[config.mk]
export PLATFORM = sky130hd
export DESIGN_NAME = instr_fetch_unit
export DESIGN_NICKNAME = d
export VERILOG_FILES = /design/src/rtl/instr_fetch_unit.sv
export SDC_FILE = /design/constraint.sdc
export NUM_CORES = 1
export LEC_CHECK = 0
export BUFFER_PORTS_ARGS = -buffer_cell sky130_fd_sc_hd__buf_2
export CORE_ASPECT_RATIO = 0.6
export CORE_UTILIZATION = 52
export CTS_CLUSTER_SIZE = 12
export DETAILED_ROUTE_END_ITERATION = 12
export GPL_ROUTABILITY_DRIVEN = 0
export PLACE_DENSITY = 0.76
export SYNTH_ARGS = -nofsm -noshare
export SYNTH_HDL_FRONTEND = slang
export SYNTH_SLANG_ARGS = --single-unit
[constraint.sdc]
create_clock -name clk -period 3 [get_ports clk]
set_input_delay 0.6 -clock clk [delete_from_list [all_inputs] [get_ports clk]]
set_output_delay 0.6 -clock clk [all_outputs]
set_load 0.005 [all_outputs]
[src/rtl/instr_fetch_unit.sv]
// Fetch stage: owns the PC, reads the combinational ROM and buffers {pc, word} pairs
// in a first-word-fall-through queue that feeds decode over valid/ready.
module instr_fetch_unit #(
    parameter logic [31:0] RESET_PC = 32'h0000_0000,
    parameter int unsigned DEPTH    = 4
) (
    input  logic                     clk,
    input  logic                     reset,
    input  logic                     fetch_en,
    output logic [31:0]              instr_mem_addr,
    input  logic [31:0]              instr_mem_data,
    input  logic                     redirect_valid,
    input  logic [31:0]              redirect_pc,
    output logic                     out_valid,
    input  logic                     out_ready,
    output logic [31:0]              out_instr,
    output logic [31:0]              out_pc,
    output logic [$clog2(DEPTH):0]   count
);

    localparam int unsigned AW = $clog2(DEPTH);
    localparam int unsigned CW = AW + 1;

    logic [31:0]   pc_q, pc_d;
    logic [AW-1:0] wr_ptr_q, wr_ptr_d;
    logic [AW-1:0] rd_ptr_q, rd_ptr_d;
    logic [CW-1:0] count_q, count_d;
    logic [31:0]   instr_mem_q [DEPTH];
    logic [31:0]   pc_mem_q    [DEPTH];
    logic          push, pop;

    // Low target bits are forced to zero, so they are intentionally dropped.
    logic unused_redirect_lsbs;
    assign unused_redirect_lsbs = ^redirect_pc[1:0];

    assign instr_mem_addr = pc_q;
    assign count          = count_q;
    assign out_valid      = (count_q != '0);
    assign out_instr      = instr_mem_q[rd_ptr_q];
    assign out_pc         = pc_mem_q[rd_ptr_q];

    always_comb begin
        pop      = out_valid & out_ready;
        push     = fetch_en & ~redirect_valid & ((count_q < CW'(DEPTH)) | pop);
        pc_d     = pc_q;
        wr_ptr_d = wr_ptr_q;
        rd_ptr_d = rd_ptr_q;
        count_d  = count_q;
        if (redirect_valid) begin
            // A same-cycle pop has already been consumed; everything else is discarded.
            pc_d     = {redirect_pc[31:2], 2'b00};
            wr_ptr_d = '0;
            rd_ptr_d = '0;
            count_d  = '0;
        end else begin
            if (push) begin
                pc_d     = pc_q + 32'd4;
                wr_ptr_d = wr_ptr_q + AW'(1);
            end
            if (pop) begin
                rd_ptr_d = rd_ptr_q + AW'(1);
            end
            if (push && !pop) begin
                count_d = count_q + CW'(1);
            end else if (pop && !push) begin
                count_d = count_q - CW'(1);
            end
        end
    end

    always_ff @(posedge clk) begin
        if (reset) begin
            pc_q     <= RESET_PC;
            wr_ptr_q <= '0;
            rd_ptr_q <= '0;
            count_q  <= '0;
        end else begin
            pc_q     <= pc_d;
            wr_ptr_q <= wr_ptr_d;
            rd_ptr_q <= rd_ptr_d;
            count_q  <= count_d;
        end
    end

    always_ff @(posedge clk) begin
        if (reset) begin
            for (int i = 0; i < int'(DEPTH); i++) begin
                instr_mem_q[i] <= '0;
                pc_mem_q[i]    <= '0;
            end
        end else if (push) begin
            instr_mem_q[wr_ptr_q] <= instr_mem_data;
            pc_mem_q[wr_ptr_q]    <= pc_q;
        end
    end

endmodule

-- Yosys cells after proc, flatten, opt, wreduce, memory -nomap -nowiden
Memory sizes are Yosys's and may differ from the RTL's. A register that Yosys moved wholly into a read port is not among the register bits.
Index checks and enable logic that the tools add are counted.
- bitwise operators: 5
- reductions and logical operators: 10
- add/sub/neg operators: 5
- multiplexer cells: 19
- order comparisons: 1
- operator list (operator ; count):
    two-way mux 32 bit ; 4
    OR reduction 32 bit ; 2
    adder 32 x 3 -> 32 bit, second input constant ; 1
    two-way mux 2 bit ; 6
    two-way mux 1 bit ; 7
    two-way mux 3 bit ; 2
    adder 2 x 1 -> 2 bit, second input constant ; 2
    nonzero test 2 bit ; 2
    adder 3 x 1 -> 3 bit, second input constant ; 1
    AND 1 bit ; 3
    less-than comparator 3 bit, second input constant ; 1
    nonzero test 3 bit ; 1
    subtractor 3 x 1 -> 3 bit, second input constant ; 1
    logical AND 1 bit ; 2
    logical NOT 1 bit ; 2
    OR reduction 2 bit ; 1
    inverter 1 bit ; 1
    bitwise OR 1 bit ; 1
- register bits: 39
- memory bits (writable): 256
- output and inout bits: 100
- logic and storage cells: 47
- memories kept: 2
- memories (name ; depth ; bits a word ; rd ports ; clocked after Yosys merged registers in ; write ports ; RTL line ; source):
    instr_mem_q ; 4 ; 32 ; 1 ; 1 ; 4 ; 28 ; logic [31:0] instr_mem_q [DEPTH];
    pc_mem_q ; 4 ; 32 ; 1 ; 1 ; 4 ; 29 ; logic [31:0] pc_mem_q [DEPTH];

-- Logic depth before layout (Yosys ltp)
- depth in word-level cells: 9
- mapped depth: 10
- mapped depth without buffers: 9

-- Least setup slack after synthesis
Ideal clock, no wire load.
- kind: input-to-reg
- from: in out_ready
- to: mem instr_mem_q[0][0] (enable)
- arrival time: 2.720 ns
- buffers on the path: 1
- slack: -0.139 ns
- setup time: 0.419 ns
- stages: 5
- required time: 2.581 ns
- path through: nand2b_1 -> clkbuf_1 -> nand2_1 -> nor2_1 -> a21o_1
- RTL lines (element ; RTL line ; source):
    start: declaration ; 15 ; input logic out_ready,
    end: declaration ; 28 ;

==> impl_metrics.yaml <==
global_route:
  grt_pass1_vias: 7724
  grt_max_degree: 63
  grt_pass1_wl_microns: 45200
  grt_usage_pct: 23.8
  grt_overflow: 0
  grt_antenna_before_repair: 0
clocking:
  postCtsSetupBuffers: 0
  ctsHoldBuffers: 0
  cts_root_buf: "clkbuf_16"
  clk_latency_ns: 0.54
  cts_buffers: 28
  htreeDepth: 1
  cts.repair.resized: 0
  cts_tree: "done"
  path_clk_slew_ns: 0.06
  clock_sink_count: 287
  clk_path_buf_depth: 3
timing:
  worstMarginPinSlew_ns: 0.785
  hold_viol_final: 0
  setup_ws_ns: 0.227
  tns_ns: 0
  slew-limit-headroom_pct: 47.6
  max_clock_freq_ghz: 0.361
  finalCritPeriodShare_pct: 92.4
  clock-skew-final_ns: 0.0133
  min_period_ns: 2.77
  setup_viol: 0
  maxSlewViolCount: 0
  rsz0062_at_grt: "no"
synth:
  post_synth.cell_area_avg_sq_um: 14.5
  async_reset_ff_share_pct: 0
  synth_ff_type: "edfxtp_1"
  ys_ff_latch: 287
  yosysWarnings: 0
  yosysUniqueCellTypes: 43
  syn_inst: 877
  yosysSeqAreaShare_pct: 64.7
  syn_area_sq_mm: 0.0127
  synth-edff-count: 248
hold_path:
  hp-class: "in2reg"
  min_from: "redirect_pc[2]"
placement:
  place_area_sq_mm: 0.0141
  dp_hpwl_microns: 18300
  post-place-ws_ns: 0.443
  port_buffers: 162
finish:
  final_nets: 1104
  area_growth_pct: 17.6
  drive_gt1_share_pct: 28.7
  multi_input_area_sq_mm: 0.00423
  stdcell_area_sq_mm: 0.0150
  seqCellArea_sq_mm: 0.00824
  n_fill_cell: 1711
detailed_routing:
  avgViaCountPerCell: 5.79
  first_pass_iters: 5
  ant_nets: 0
  drt_wl_total_microns: 29200
  wl_per_cell_microns: 21.3
  drc: 0
  route.vias.total: 7933
  drtIter0Drc: 745
critical_path:
  crit_family: "flip-flops"
  reg2reg_from: "instr_mem_addr[8]"
  critPathMaxFanout: 16
  end_kind: "primary output"
  crit_type: "reg2out"
  slowest_stage: "dfxtp_4"
  path_cells: "buf_4 > mux4_2 > buf_2"
  cpPeakStageDelay_ns: 0.58
  cp_num_buf_inv: 2
  cp.required_ns: 2.40
  start_kind: "flip-flop"
  crit_arrival_ns: 2.17
power:
  leakagePower_nw: 5.81
  power_w: 0.00864
  peakVddDrop_v: 0.000453
  cellPowerDensity_mw_per_mm2: 578
floorplanning:
  die_w_microns: 204
  coreArea_sq_mm: 0.0235
  start_util_pct: 54.1
  die_h_microns: 123
  rows: 43
  pin_count: 169
  die_area_sq_mm: 0.0251
outcome:
  status: "finished clean"
job:
  drv_cap: 0
## area by class of cell
type	instances	share of cell area (%)
multi-input cells	510	28.3
diodes	1	0.0167
clock buffers	52	5.77
flip-flops and latches	287	55.1
well taps	315	2.64
inverters	11	0.276
repair buffers	194	7.95
## power by group
group	internal, W	switching [W]
combinational	0.000304	0.000366
sequential	0.00453	0.000118
clock	0.00192	0.00141
total	0.00675	0.00189
## placed cells by master (no fill, tap or decap), types with 8 or more instances in the layout
| master | count |
|---|---|
| a21oi_1 | 11 |
| nand3_1 | 8 |
| and3_1 | 64 |
| and2_1 | 173 |
| buf_4 | 21 |
| buf_2 | 162 |
| inv_1 | 10 |
| nor3_1 | 10 |
| buf_12 | 11 |
| nor4_1 | 19 |
| dfxtp_1 | 37 |
| a211oi_1 | 11 |
| nor2_1 | 28 |
| nand2_1 | 30 |
| mux4_2 | 62 |
| xnor2_1 | 24 |
| clkbuf_1 | 19 |
| edfxtp_1 | 248 |
| clkbuf_16 | 30 |
## worst register-to-register path, delay by kind of cell (launching register included)
kind               cells  cell delay (ns)
and+or+nand+nor        4             1.87
DFF                    1             0.52
AOI/OAI and AO/OA      1             0.16
## registers in the layout, summed over array words and instances, names as in the netlist, named ones only
signal,cells
pc_mem_q,120
wr_ptr_q,2
instr_mem_addr,30
count,3
rd_ptr_q,2
instr_mem_q,128
## kinds of logic (layout without fill, tap and decap cells)
logic type               Yosys count  in the layout  share of synthesized area (%)
XOR/XNOR                          30             30                           2.07
buffers and inverters             83            257                           2.58
other                              1              5                         0.0295
AO/OA/AOI/OAI                     50             50                           2.67
multiplexers                      63             63                           11.1
adder cells (fa/ha/maj)            3              3                          0.354
AND/OR/NAND/NOR                  360            360                           16.5
flip-flops                       287            287                           64.7
## synth_stat cells, types with 3 or more instances
| master | n | area share, % |
|---|---|---|
| a211oi_1 | 11 | 0.65 |
| a21oi_1 | 11 | 0.43 |
| a311oi_1 | 3 | 0.21 |
| a31o_2 | 3 | 0.21 |
| a31oi_1 | 4 | 0.20 |
| and2_1 | 173 | 8.5 |
| and3_1 | 64 | 3.1 |
| buf_1 | 9 | 0.27 |
| buf_4 | 4 | 0.24 |
| clkbuf_1 | 58 | 1.7 |
| dfxtp_1 | 39 | 6.1 |
| edfxtp_1 | 248 | 59 |
| inv_1 | 10 | 0.30 |
| mux4_2 | 62 | 11 |
| nand2_1 | 30 | 0.89 |
| nand2b_1 | 3 | 0.15 |
| nand3_1 | 8 | 0.31 |
| nand4_1 | 5 | 0.25 |
| nor2_1 | 30 | 0.89 |
| nor3_1 | 12 | 0.47 |
| nor4_1 | 19 | 0.94 |
| o21ai_0 | 4 | 0.16 |
| o21bai_1 | 5 | 0.30 |
| o22ai_1 | 4 | 0.20 |
| or3_1 | 7 | 0.34 |
| or4_1 | 3 | 0.18 |
| xnor2_1 | 24 | 1.7 |
| xor2_1 | 6 | 0.41 |
## per-stage QoR
step	util [%]	cells	hold WS [ns]
after floorplan	-	880	0.485
after global placement	59.9	1317	0.498
after global routing	63.6	1369	0.327
final	63.6	1370	0.321
after detailed placement	59.9	1317	0.524
after CTS	63.6	1369	0.305
## final timing paths
kind                                           end  slack (ns)  cells after the start
worst max-delay path                 out_instr[22]        0.23                      3
worst min-delay path             instr_mem_addr[2]        0.32                      3
worst max register to register  instr_mem_addr[29]        0.39                      5
worst min register to register         rd_ptr_q[1]        0.53                      2
## per-layer routing
layer / global-route usage (%) / vias up / wire (microns) / part of all wire, %
li1: - / 3569 / - / -
met1: 37.1 / 3970 / 13400 / 46
met2: 34.9 / 359 / 12900 / 44
met3: 4.30 / 35 / 2510 / 8.6
met4: 5.12 / 0 / 418 / 1.4
met5: 0 / - / 0 / 0
(Power assumes the default switching activity.)
